==> src/rtl/mouse_pkg.sv <==
// Shared definitions for the PS/2 mouse tracker and its consumers.
// Holds the packet assembler state encoding, the header bit positions of a
// standard 3-byte PS/2 mouse packet, the default clamp/init constants that the
// gun logic also relies on, and the packet structs passed between the
// assembler and the position accumulator.
package mouse_pkg;

    // Packet assembler states: which byte of the packet is expected next.
    typedef logic [1:0] state_t;
    localparam state_t S_B0 = 2'd0;
    localparam state_t S_B1 = 2'd1;
    localparam state_t S_B2 = 2'd2;

    // Header (byte0) bit positions.
    localparam int HDR_L    = 0;
    localparam int HDR_R    = 1;
    localparam int HDR_SYNC = 3;
    localparam int HDR_XS   = 4;
    localparam int HDR_YS   = 5;
    localparam int HDR_XO   = 6;
    localparam int HDR_YO   = 7;

    // Default geometry shared with the gun.
    localparam int DEF_BIN_W         = 6;
    localparam int DEF_BIN_SIZE      = 10;
    localparam int DEF_X_MIN         = 0;
    localparam int DEF_X_MAX         = 570;
    localparam int DEF_Y_MIN         = 70;
    localparam int DEF_Y_MAX         = 480;
    localparam int DEF_X_INIT        = 320;
    localparam int DEF_Y_INIT        = 240;
    localparam int DEF_TIMEOUT_TICKS = 100_000;

    // Header fields the accumulator needs.
    typedef struct packed {
        logic yo;
        logic xo;
        logic ys;
        logic xs;
        logic r;
        logic l;
    } hdr_t;

    // One complete packet as handed to the accumulator.
    typedef struct packed {
        hdr_t       hdr;
        logic [7:0] dx;
        logic [7:0] dy;
    } pkt_t;

endpackage

==> src/rtl/mouse_tracker_if.sv <==
// Byte stream from the PS/2 byte receiver into the mouse tracker.
//   byte_data  : received PS/2 byte
//   byte_valid : 1-cycle strobe, byte_data is valid
//   byte_err   : 1-cycle strobe, parity/frame error on the current byte
// master = byte receiver side, slave = mouse tracker side.
interface mouse_tracker_if;
    logic [7:0] byte_data;
    logic       byte_valid;
    logic       byte_err;

    modport master (output byte_data, output byte_valid, output byte_err);
    modport slave  (input  byte_data, input  byte_valid, input  byte_err);
endinterface

==> src/rtl/ps2_pkt_assembler.sv <==
// Assembles 3-byte PS/2 mouse packets from the received byte stream.
// Ports:
//   clk, reset_n : clock, asynchronous active-low reset
//   bus          : byte stream (slave side)
//   pkt_o        : 1-cycle strobe in the cycle byte2 is accepted
//   pkt_data_o   : header fields, dx byte and dy byte (dy is the live byte2)
//   sync_err_o   : 1-cycle pulse, registered, when a packet is discarded
// A partial packet is discarded on a bad sync bit, a byte error, or when the
// gap between bytes of one packet reaches TIMEOUT_TICKS cycles.
module ps2_pkt_assembler
    import mouse_pkg::*;
#(
    parameter int TIMEOUT_TICKS = DEF_TIMEOUT_TICKS
) (
    input  logic            clk,
    input  logic            reset_n,
    mouse_tracker_if.slave  bus,
    output logic            pkt_o,
    output pkt_t            pkt_data_o,
    output logic            sync_err_o
);

    localparam int CNT_W = $clog2(TIMEOUT_TICKS + 1);
    localparam logic [CNT_W-1:0] CNT_LAST = CNT_W'(TIMEOUT_TICKS - 1);

    state_t           state_q, state_d;
    logic [CNT_W-1:0] cnt_q, cnt_d;
    hdr_t             hdr_q, hdr_d;
    logic [7:0]       dx_q, dx_d;
    logic             sync_err_q, sync_err_d;
    logic             timeout;
    state_t           cur_state;
    logic             pkt;

    always_comb begin
        timeout    = (state_q != S_B0) && (cnt_q == CNT_LAST);
        // A byte arriving in the timeout cycle starts a fresh packet.
        cur_state  = timeout ? S_B0 : state_q;
        state_d    = state_q;
        cnt_d      = (state_q == S_B0) ? '0 : cnt_q + CNT_W'(1);
        hdr_d      = hdr_q;
        dx_d       = dx_q;
        sync_err_d = 1'b0;
        pkt        = 1'b0;

        if (bus.byte_err) begin
            // Error wins over a simultaneous byte_valid.
            state_d    = S_B0;
            cnt_d      = '0;
            sync_err_d = 1'b1;
        end else begin
            if (timeout) begin
                state_d    = S_B0;
                cnt_d      = '0;
                sync_err_d = 1'b1;
            end
            if (bus.byte_valid) begin
                cnt_d = '0;
                case (cur_state)
                    S_B0: begin
                        if (bus.byte_data[HDR_SYNC]) begin
                            hdr_d.l  = bus.byte_data[HDR_L];
                            hdr_d.r  = bus.byte_data[HDR_R];
                            hdr_d.xs = bus.byte_data[HDR_XS];
                            hdr_d.ys = bus.byte_data[HDR_YS];
                            hdr_d.xo = bus.byte_data[HDR_XO];
                            hdr_d.yo = bus.byte_data[HDR_YO];
                            state_d  = S_B1;
                        end else begin
                            state_d    = S_B0;
                            sync_err_d = 1'b1;
                        end
                    end
                    S_B1: begin
                        dx_d    = bus.byte_data;
                        state_d = S_B2;
                    end
                    S_B2: begin
                        pkt     = 1'b1;
                        state_d = S_B0;
                    end
                    default: state_d = S_B0;
                endcase
            end
        end
    end

    always_ff @(posedge clk or negedge reset_n) begin
        if (!reset_n) begin
            state_q    <= S_B0;
            cnt_q      <= '0;
            hdr_q      <= '0;
            dx_q       <= '0;
            sync_err_q <= 1'b0;
        end else begin
            state_q    <= state_d;
            cnt_q      <= cnt_d;
            hdr_q      <= hdr_d;
            dx_q       <= dx_d;
            sync_err_q <= sync_err_d;
        end
    end

    assign pkt_o      = pkt;
    assign pkt_data_o = '{hdr: hdr_q, dx: dx_q, dy: bus.byte_data};
    assign sync_err_o = sync_err_q;

endmodule

==> src/rtl/mouse_tracker.sv <==
// PS/2 mouse packet decoder and position accumulator feeding the gun.
// Ports:
//   clk, reset_n   : clock, asynchronous active-low reset
//   bus            : byte stream from the PS/2 byte receiver (slave side)
//   bin_x, bin_y   : clamped pixel position divided by BIN_SIZE
//   button_left/right : button states from the packet header
//   pkt_valid      : 1-cycle pulse, outputs just updated from a new packet
//   sync_err       : 1-cycle pulse, packet discarded
// Byte2 accepted in cycle T: position updates at T+1, all outputs at T+2.
module mouse_tracker
    import mouse_pkg::*;
#(
    parameter int BIN_W         = DEF_BIN_W,
    parameter int BIN_SIZE      = DEF_BIN_SIZE,
    parameter int X_MIN         = DEF_X_MIN,
    parameter int X_MAX         = DEF_X_MAX,
    parameter int Y_MIN         = DEF_Y_MIN,
    parameter int Y_MAX         = DEF_Y_MAX,
    parameter int X_INIT        = DEF_X_INIT,
    parameter int Y_INIT        = DEF_Y_INIT,
    parameter int TIMEOUT_TICKS = DEF_TIMEOUT_TICKS
) (
    input  logic             clk,
    input  logic             reset_n,
    mouse_tracker_if.slave   bus,
    output logic [BIN_W-1:0] bin_x,
    output logic [BIN_W-1:0] bin_y,
    output logic             button_left,
    output logic             button_right,
    output logic             pkt_valid,
    output logic             sync_err
);

    localparam logic signed [11:0] X_MIN_S  = 12'(X_MIN);
    localparam logic signed [11:0] X_MAX_S  = 12'(X_MAX);
    localparam logic signed [11:0] Y_MIN_S  = 12'(Y_MIN);
    localparam logic signed [11:0] Y_MAX_S  = 12'(Y_MAX);
    localparam logic signed [11:0] X_INIT_S = 12'(X_INIT);
    localparam logic signed [11:0] Y_INIT_S = 12'(Y_INIT);

    function automatic logic signed [11:0] clamp(input logic signed [11:0] v,
                                                 input logic signed [11:0] lo,
                                                 input logic signed [11:0] hi);
        if (v < lo) return lo;
        if (v > hi) return hi;
        return v;
    endfunction

    function automatic logic [BIN_W-1:0] to_bin(input logic signed [11:0] p);
        int q;
        q = int'(p) / BIN_SIZE;
        return BIN_W'(q);
    endfunction

    pkt_t pkt;
    logic pkt_stb;

    ps2_pkt_assembler #(
        .TIMEOUT_TICKS (TIMEOUT_TICKS)
    ) u_asm (
        .clk        (clk),
        .reset_n    (reset_n),
        .bus        (bus),
        .pkt_o      (pkt_stb),
        .pkt_data_o (pkt),
        .sync_err_o (sync_err)
    );

    logic signed [8:0]  dx_p0, dy_p0;
    logic signed [11:0] pos_x_d, pos_y_d;
    logic signed [11:0] pos_x_q, pos_y_q;
    logic               btn_l_p1_q, btn_r_p1_q, vld_p1_q;
    logic [BIN_W-1:0]   bin_x_q, bin_y_q;
    logic               btn_l_q, btn_r_q, pkt_valid_q;

    // Stage p0: decode deltas and accumulate with saturation.
    always_comb begin
        dx_p0   = pkt.hdr.xo ? 9'sd0 : $signed({pkt.hdr.xs, pkt.dx});
        dy_p0   = pkt.hdr.yo ? 9'sd0 : $signed({pkt.hdr.ys, pkt.dy});
        pos_x_d = pos_x_q;
        pos_y_d = pos_y_q;
        if (pkt_stb) begin
            // 12-bit signed sum cannot wrap: |pos| < 1024, |delta| <= 256.
            pos_x_d = clamp(pos_x_q + 12'(dx_p0), X_MIN_S, X_MAX_S);
            pos_y_d = clamp(pos_y_q + 12'(dy_p0), Y_MIN_S, Y_MAX_S);
        end
    end

    // Stage p1: position and button registers.
    always_ff @(posedge clk or negedge reset_n) begin
        if (!reset_n) begin
            pos_x_q    <= X_INIT_S;
            pos_y_q    <= Y_INIT_S;
            btn_l_p1_q <= 1'b0;
            btn_r_p1_q <= 1'b0;
            vld_p1_q   <= 1'b0;
        end else begin
            pos_x_q  <= pos_x_d;
            pos_y_q  <= pos_y_d;
            vld_p1_q <= pkt_stb;
            if (pkt_stb) begin
                btn_l_p1_q <= pkt.hdr.l;
                btn_r_p1_q <= pkt.hdr.r;
            end
        end
    end

    // Stage p2: bin divide; buttons delayed to line up with the bins.
    always_ff @(posedge clk or negedge reset_n) begin
        if (!reset_n) begin
            bin_x_q     <= to_bin(X_INIT_S);
            bin_y_q     <= to_bin(Y_INIT_S);
            btn_l_q     <= 1'b0;
            btn_r_q     <= 1'b0;
            pkt_valid_q <= 1'b0;
        end else begin
            bin_x_q     <= to_bin(pos_x_q);
            bin_y_q     <= to_bin(pos_y_q);
            btn_l_q     <= btn_l_p1_q;
            btn_r_q     <= btn_r_p1_q;
            pkt_valid_q <= vld_p1_q;
        end
    end

    assign bin_x        = bin_x_q;
    assign bin_y        = bin_y_q;
    assign button_left  = btn_l_q;
    assign button_right = btn_r_q;
    assign pkt_valid    = pkt_valid_q;

endmodule
==> src/flat_wrapper.sv <==
// flat-port wrapper written by rule: the top's interface ports become plain ports
module mouse_tracker_flat import mouse_pkg::*;
#(
    parameter int BIN_W         = DEF_BIN_W,
    parameter int BIN_SIZE      = DEF_BIN_SIZE,
    parameter int X_MIN         = DEF_X_MIN,
    parameter int X_MAX         = DEF_X_MAX,
    parameter int Y_MIN         = DEF_Y_MIN,
    parameter int Y_MAX         = DEF_Y_MAX,
    parameter int X_INIT        = DEF_X_INIT,
    parameter int Y_INIT        = DEF_Y_INIT,
    parameter int TIMEOUT_TICKS = DEF_TIMEOUT_TICKS
)
  (clk, reset_n, bin_x, bin_y, button_left, button_right, pkt_valid, sync_err, bus_byte_data, bus_byte_valid, bus_byte_err);
  mouse_tracker_if bus_i ();
  input  logic clk;
  input  logic reset_n;
  output logic [BIN_W-1:0] bin_x;
  output logic [BIN_W-1:0] bin_y;
  output logic button_left;
  output logic button_right;
  output logic pkt_valid;
  output logic sync_err;
  input wire logic [$bits(bus_i.byte_data)-1:0] bus_byte_data;
  input wire logic [$bits(bus_i.byte_valid)-1:0] bus_byte_valid;
  input wire logic [$bits(bus_i.byte_err)-1:0] bus_byte_err;
  assign bus_i.byte_data = bus_byte_data;
  assign bus_i.byte_valid = bus_byte_valid;
  assign bus_i.byte_err = bus_byte_err;
  mouse_tracker #(.BIN_W(BIN_W), .BIN_SIZE(BIN_SIZE), .X_MIN(X_MIN), .X_MAX(X_MAX), .Y_MIN(Y_MIN), .Y_MAX(Y_MAX), .X_INIT(X_INIT), .Y_INIT(Y_INIT), .TIMEOUT_TICKS(TIMEOUT_TICKS)) u_core (.clk(clk), .reset_n(reset_n), .bus(bus_i), .bin_x(bin_x), .bin_y(bin_y), .button_left(button_left), .button_right(button_right), .pkt_valid(pkt_valid), .sync_err(sync_err));
endmodule
==> config.mk <==
export PLATFORM = sky130hd
export DESIGN_NAME = mouse_tracker_flat
export DESIGN_NICKNAME = d
export VERILOG_FILES = /design/src/rtl/mouse_pkg.sv /design/src/rtl/mouse_tracker_if.sv /design/src/rtl/ps2_pkt_assembler.sv /design/src/rtl/mouse_tracker.sv /design/src/flat_wrapper.sv
export SDC_FILE = /design/constraint.sdc
export NUM_CORES = 1
export LEC_CHECK = 0
export BUFFER_PORTS_ARGS = -buffer_cell sky130_fd_sc_hd__clkbuf_2
export CAP_MARGIN = 10
export CORE_UTILIZATION = 45
export DETAILED_ROUTE_END_ITERATION = 8
export GPL_TIMING_DRIVEN = 0
export HOLD_SLACK_MARGIN = 0.1
export PLACE_DENSITY = 0.68
export SLEW_MARGIN = 20
export SYNTH_ARGS = -nofsm -noshare
export SYNTH_HDL_FRONTEND = slang
export SYNTH_SLANG_ARGS = --single-unit
==> constraint.sdc <==
create_clock -name clk -period 9.7 [get_ports clk]
set_input_delay 2.91 -clock clk [delete_from_list [all_inputs] [get_ports clk]]
set_output_delay 2.91 -clock clk [all_outputs]
set_load 0.01 [all_outputs]
==> results.toml, run 1 <==
[floorplanning]
row_count = 46
die_h_um = 130
start_util_pct = 46.3
fp.coreArea_um2 = 15900
fp.dieW_um = 130
pin_count = 28
die-area_um2 = 16800

[routing]
ant_nets = 0
drt_iter0_drc = 570
drtPass1Iterations = 7
vias = 6777
viasPerCell = 5.94
detail_route.wl_per_cell_um = 15.9
wl_um = 18100
route.detailed.drc = 0

[logic_synthesis]
synthTopCellsByCount = "nor2_1 (86), nand2_1 (69), dfrtp_1 (66), a21oi_1 (50), xnor2_1 (48)"
synth_area_leaders = "dfrtp_1 (22%), xnor2_1 (5.7%), nor2_1 (4.4%)"
synth_top_area_share_pct = 22.5
yosysTopAreaCell = "dfrtp_1"
synth-async-reset-ratio_pct = 100
ys.flop_type = "dfrtp_1"
syn_avg_cell_area_um2 = 8.35
ys_types = 113
post-synth-top-count-cell = "nor2_1"
ys_seq_area_share_pct = 25.7
syn_area_um2 = 7350
ys_ff_latch = 75
yosysWarnings = 0
synth_nets = 919
synth-edff-count = 0
synth_cells = 880

[cells_and_area]
diodes = 0
fin_cells = 1140
area_growth_syn_to_layout_pct = 10.4
finalNetCount = 958
layout-drive-gt1-share_pct = 16.3

[clock_tree]
cts_resized = 0
clock-sinks = 75
cts_max_level = 3
cts_setup_buffers = 0
ctsRootBufferMaster = "clkbuf_16"
hold_buffers = 0
clkLatencyLatePin_ns = 0.34
cts_tree = "built"
clk_pin_slew_ns = 0.06
cts_buffer_depth = 2
cts-buffers-inserted = 9

[setup_path]
critPathArrivalTime_ns = 6.44
startpoint_type = "input pin"
crit_required_ns = 9.96
crit_slowest_cell = "or4b_2"
endpoint_kind = "flip-flop"
crit_fanout = 4
path_buf_inv = 1
r2r_slack_ns = 4.10
crit_family = "simple AND/OR/NAND/NOR gates"
critPathKind = "input pin to flip-flop"
worstPathCellList = "clkbuf_2, nor2b_1, ha_1, fa_1, a21o_1, a21oi_1, o21bai_1, a21oi_1, o21bai_1, a21oi_1, nor2b_1, nor2_1, or2_2, a21oi_1, or3_1, or4b_2, a22oi_1"
critPathMaxStageDelay_ns = 0.66
crit_top_cell = "a21oi_1"

[timing]
setup_slack_ns = 3.52
rsz0062_at_grt = "no"
finalMaxSlewViolations = 0
post-route-period-util_pct = 63.8
finClkSkew_ns = 0.00758
hold_violations = 0
setup_viol = 0
slew-limit-headroom_pct = 32.8
max_slew.worst_pin.slew_ns = 1.00
fin_setup_tns_ns = 0
period_needed_ns = 6.18
max_freq_mhz = 162
whs_ns = 0.374

[global_routing]
grt_pass1_vias = 6034
antenna_found_initial = 0
grt_max_degree = 53
grt_pass1_wl_um = 30000
grt-ovfl-total = 0
grt_usage_pct = 22.0

[place]
dp.cells = 1124
gp_congestion = 0.886
io_buffers = 27
pre_cts_slack_ns = 3.15
dpl.hpwl_um = 13500

[flow_run]
max-cap-violations = 0

[hold_path]
worstHoldPathType = "flip-flop to flip-flop"

[outcome]
status = "finished, final reports clean"
-- routing by layer --
| metal | track usage, % | vias to the layer above | part of all wire [%] |
|---|---|---|---|
| li1 | - | 3326 | - |
| met1 | 32.1 | 3230 | 50 |
| met4 | 5.20 | 0 | 1.2 |
| met2 | 33.7 | 200 | 44 |
| met5 | 0 | - | 0 |
| met3 | 3.81 | 21 | 4.7 |
-- worst paths after layout --
kind,start,end,cells after the start
min in group asynchronous,reset_n,u_core.u_asm.cnt_q[15]$_DFF_PN0_,1
hold reg to reg,u_core.btn_r_p1_q$_DFFE_PN0P_,u_core.button_right$_DFF_PN0_,0
hold / removal,u_core.btn_r_p1_q$_DFFE_PN0P_,u_core.button_right$_DFF_PN0_,0
max in group asynchronous,reset_n,u_core.bin_y[4]$_DFF_PN1_,2
setup / recovery,bus_byte_data[0],u_core.pos_y_q[1]$_DFFE_PN0P_,17
setup reg to reg,u_core.pos_x_q[9]$_DFFE_PN0P_,u_core.bin_x[0]$_DFF_PN0_,21
-- sequential cells by signal (all words and copies together) (netlist names), 2 cells and up --
| register | count |
|---|---|
| u_core.pos_y_q | 12 |
| u_core.bin_x | 6 |
| u_core.u_asm.pkt_data_o | 6 |
| u_core.pos_x_q | 11 |
| u_core.u_asm.dx_q | 8 |
| u_core.bin_y | 6 |
| u_core.u_asm.state_q | 2 |
| u_core.u_asm.cnt_q | 17 |
-- per-stage QoR --
stage,cell area [um^2],utilization [%]
after floorplan,7350,-
after global placement,7750,48.8
after detailed placement,7780,49.0
after CTS,8110,51.0
after global routing,8110,51.0
final,8110,51.0
-- cell type report --
| cell class | instances | area [um^2] |
|---|---|---|
| sequential | 75 | 1890 |
| inverter | 43 | 161 |
| multi-input combinational | 719 | 5080 |
| clock buffer | 10 | 229 |
| buffer | 43 | 218 |
| tap | 216 | 270 |
| fill | 1510 | 7780 |
| timing repair buffer | 28 | 165 |
| clock inverter | 6 | 96.3 |
-- placed cells by master, fill, tap and decap left out, drive strengths merged, types with 15 or more instances in the layout --
cell type   n
dfrtp      66
o21bai     15
mux2       16
xnor2      51
nor2b      28
nand3      28
xor2       15
nand2b     16
inv        45
o21ai      49
nor3       21
clkbuf     55
nand2      71
buf        26
ha         25
a21oi      53
nor2       87
-- cell families (layout without fill, tap and decap cells) --
family	count (synthesis)	after routing	share of synthesized area, %
compound gates	268	268	28.0
xor+xnor	66	66	8.53
fa+ha+maj	31	31	5.35
buf+inv	86	130	5.16
flops	75	75	25.7
mux	24	24	3.54
simple gates	330	330	23.8
Power of run 1 is not shown: default switching activity piles up to over one toggle a cycle in this logic, so the estimate is an artifact.
==> run 2, diff against run 1 <==
- PLACE_DENSITY: 0.68 -> 0.7
- clock period: 9.7 -> 5.2 ns (I/O delays scaled with it)
==> run 2 against run 1 <==
Compared with the run above:
- cell count grew 0.79%
- register-to-register slack lost 3.9 ns
- hold slack lost 0.021 ns
- non-clock buffer count grew 9
- global-route usage shrank 0.36 points
- worst setup slack lost 3.3 ns
- critical path type is now flip-flop to flip-flop
- critical endpoint is now u_core.bin_x[0]$_DFF_PN0_
==> results.toml, run 2 (same netlist as run 1, synthesis figures left out) <==
[outcome]
status = "finished, final reports clean"

[global_routing]
grt_max_degree = 50
grt-ovfl-total = 0
antenna_found_initial = 0
grt_usage_pct = 21.7
grt_pass1_vias = 6063
grt_pass1_wl_um = 29600

[setup_path]
crit_fanout = 9
critPathArrivalTime_ns = 5.20
endpoint_kind = "flip-flop"
crit_top_cell = "buf_2"
startpoint_type = "flip-flop"
path_buf_inv = 4
crit_required_ns = 5.40
r2r_slack_ns = 0.20
rr_endpoint = "u_core.bin_x[0]$_DFF_PN0_"
crit_family = "compound AO/OA/AOI/OAI gates"
cp-startpoint = "u_core.pos_x_q[9]$_DFFE_PN0P_"
crit_slowest_cell = "a2111o_1"
critPathMaxStageDelay_ns = 0.44
critPathKind = "flip-flop to flip-flop"
cp-endpoint = "u_core.bin_x[0]$_DFF_PN0_"
rr_worst_depth = 20
worstPathCellList = "buf_2, nor2_2, inv_1, ha_2, nor2b_2, a221o_1, or3_1, buf_2, and3_1, buf_2, a2111o_1, nand4_4, nor2_1, a31oi_2, nor3_1, o21a_1, nand2_2, mux2_2, o31ai_1, nand3_1"
r2r_start = "u_core.pos_x_q[9]$_DFFE_PN0P_"
path_depth = 20

[floorplanning]
row_count = 46
fp.coreArea_um2 = 15900
die_h_um = 130
start_util_pct = 46.3
fp.dieW_um = 130
die-area_um2 = 16800
pin_count = 28

[cells_and_area]
diodes = 0
layout-drive-gt1-share_pct = 19.5
mostFrequentLayoutCells = "nor2_1 (86), nand2_1 (69), dfrtp_1 (66)"
reg.largest.list = "u_core.u_asm.cnt_q (17), u_core.pos_y_q (12), u_core.pos_x_q (11)"
largest_register_ff_count = 17
top_register = "u_core.u_asm.cnt_q"
mostFrequentLayoutCell = "nor2_1"
fin_cells = 1149
area_growth_syn_to_layout_pct = 13.6
finalNetCount = 967

[clock_tree]
hold_buffers = 0
clkLatencyLatePin_ns = 0.34
ctsRootBufferMaster = "clkbuf_16"
cts_buffer_depth = 2
cts_tree = "built"
cts_max_level = 3
cts-buffers-inserted = 9
clock-sinks = 75
clk_pin_slew_ns = 0.06

[place]
io_buffers = 27
pre_cts_slack_ns = -0.158
gp_congestion = 0.915
dp.cells = 1124
dpl.hpwl_um = 13100

[timing]
setup_slack_ns = 0.198
hold_violations = 0
fin_setup_tns_ns = 0
max_freq_mhz = 200
slew-limit-headroom_pct = 41.3
setup_viol = 0
rsz0062_at_grt = "yes"
post-route-period-util_pct = 96.2
period_needed_ns = 5.00
max_slew.worst_pin.slew_ns = 0.880
finClkSkew_ns = 0.00924
finalMaxSlewViolations = 0

[flow_run]
max-cap-violations = 0

[routing]
drt_iter0_drc = 696
route.detailed.drc = 0
wl_um = 17800
ant_nets = 0
viasPerCell = 5.94
vias = 6828
detail_route.wl_per_cell_um = 15.5
drtPass1Iterations = 5

[hold_path]
worstHoldPathType = "flip-flop to flip-flop"
min_from = "u_core.vld_p1_q$_DFF_PN0_"
==> run 2: cell type report <==
type | count | area [um^2]
Inverter | 43 | 161
Fill cell | 1485 | 7540
Tap cell | 216 | 270
Clock buffer | 12 | 246
Multi-Input combinational cell | 719 | 5250
Timing Repair Buffer | 37 | 233
Sequential cell | 75 | 1890
Buffer | 43 | 225
Clock inverter | 4 | 73.8
==> run 2: how the worst min path moves through the flow <==
| stage | end | cells past startpoint |
|---|---|---|
| 5_1_grt | u_core.pkt_valid$_DFF_PN0_ | 0 |
| 4_1_cts | u_core.pkt_valid$_DFF_PN0_ | 0 |
| 6_report | u_core.pkt_valid$_DFF_PN0_ | 0 |
| 2_1_floorplan | u_core.pkt_valid$_DFF_PN0_ | 0 |
| 3_5_place_dp | u_core.pkt_valid$_DFF_PN0_ | 0 |
| 3_3_place_gp | u_core.pkt_valid$_DFF_PN0_ | 0 |
==> run 2: metal layers <==
metal,part of all wire [%],global-route usage (%),up-vias
met5,0,0,-
met4,1.4,5.81,0
met3,5.6,3.98,24
met2,44,32.9,230
met1,49,31.4,3219
li1,-,-,3355
==> run 2: worst register-to-register path, delay by kind of cell, from the launching register on <==
family          cells  cell delay [ns]
fa+ha+maj           1             0.40
mux                 1             0.34
compound gates      5             1.66
buf+inv             4             0.65
flops               1             0.39
simple gates        9             1.44
==> run 2: repair_timing <==
action,CTS,global route
setup buffers,0,9
resized for setup,4,31
setup endpoints to repair,1,7
pin swaps,1,8
==> run 2: per-stage QoR <==
step                instance area [um^2]  utilization (%)  hold slack [ns]
CTS                                 8130             51.2            0.351
finish                              8350             52.6            0.354
detailed placement                  7780             49.0            0.338
global placement                    7750             48.8            0.334
global route                        8350             52.6            0.364
floorplan                           7350                -            0.331
Power of run 2 is left out for the same reason.
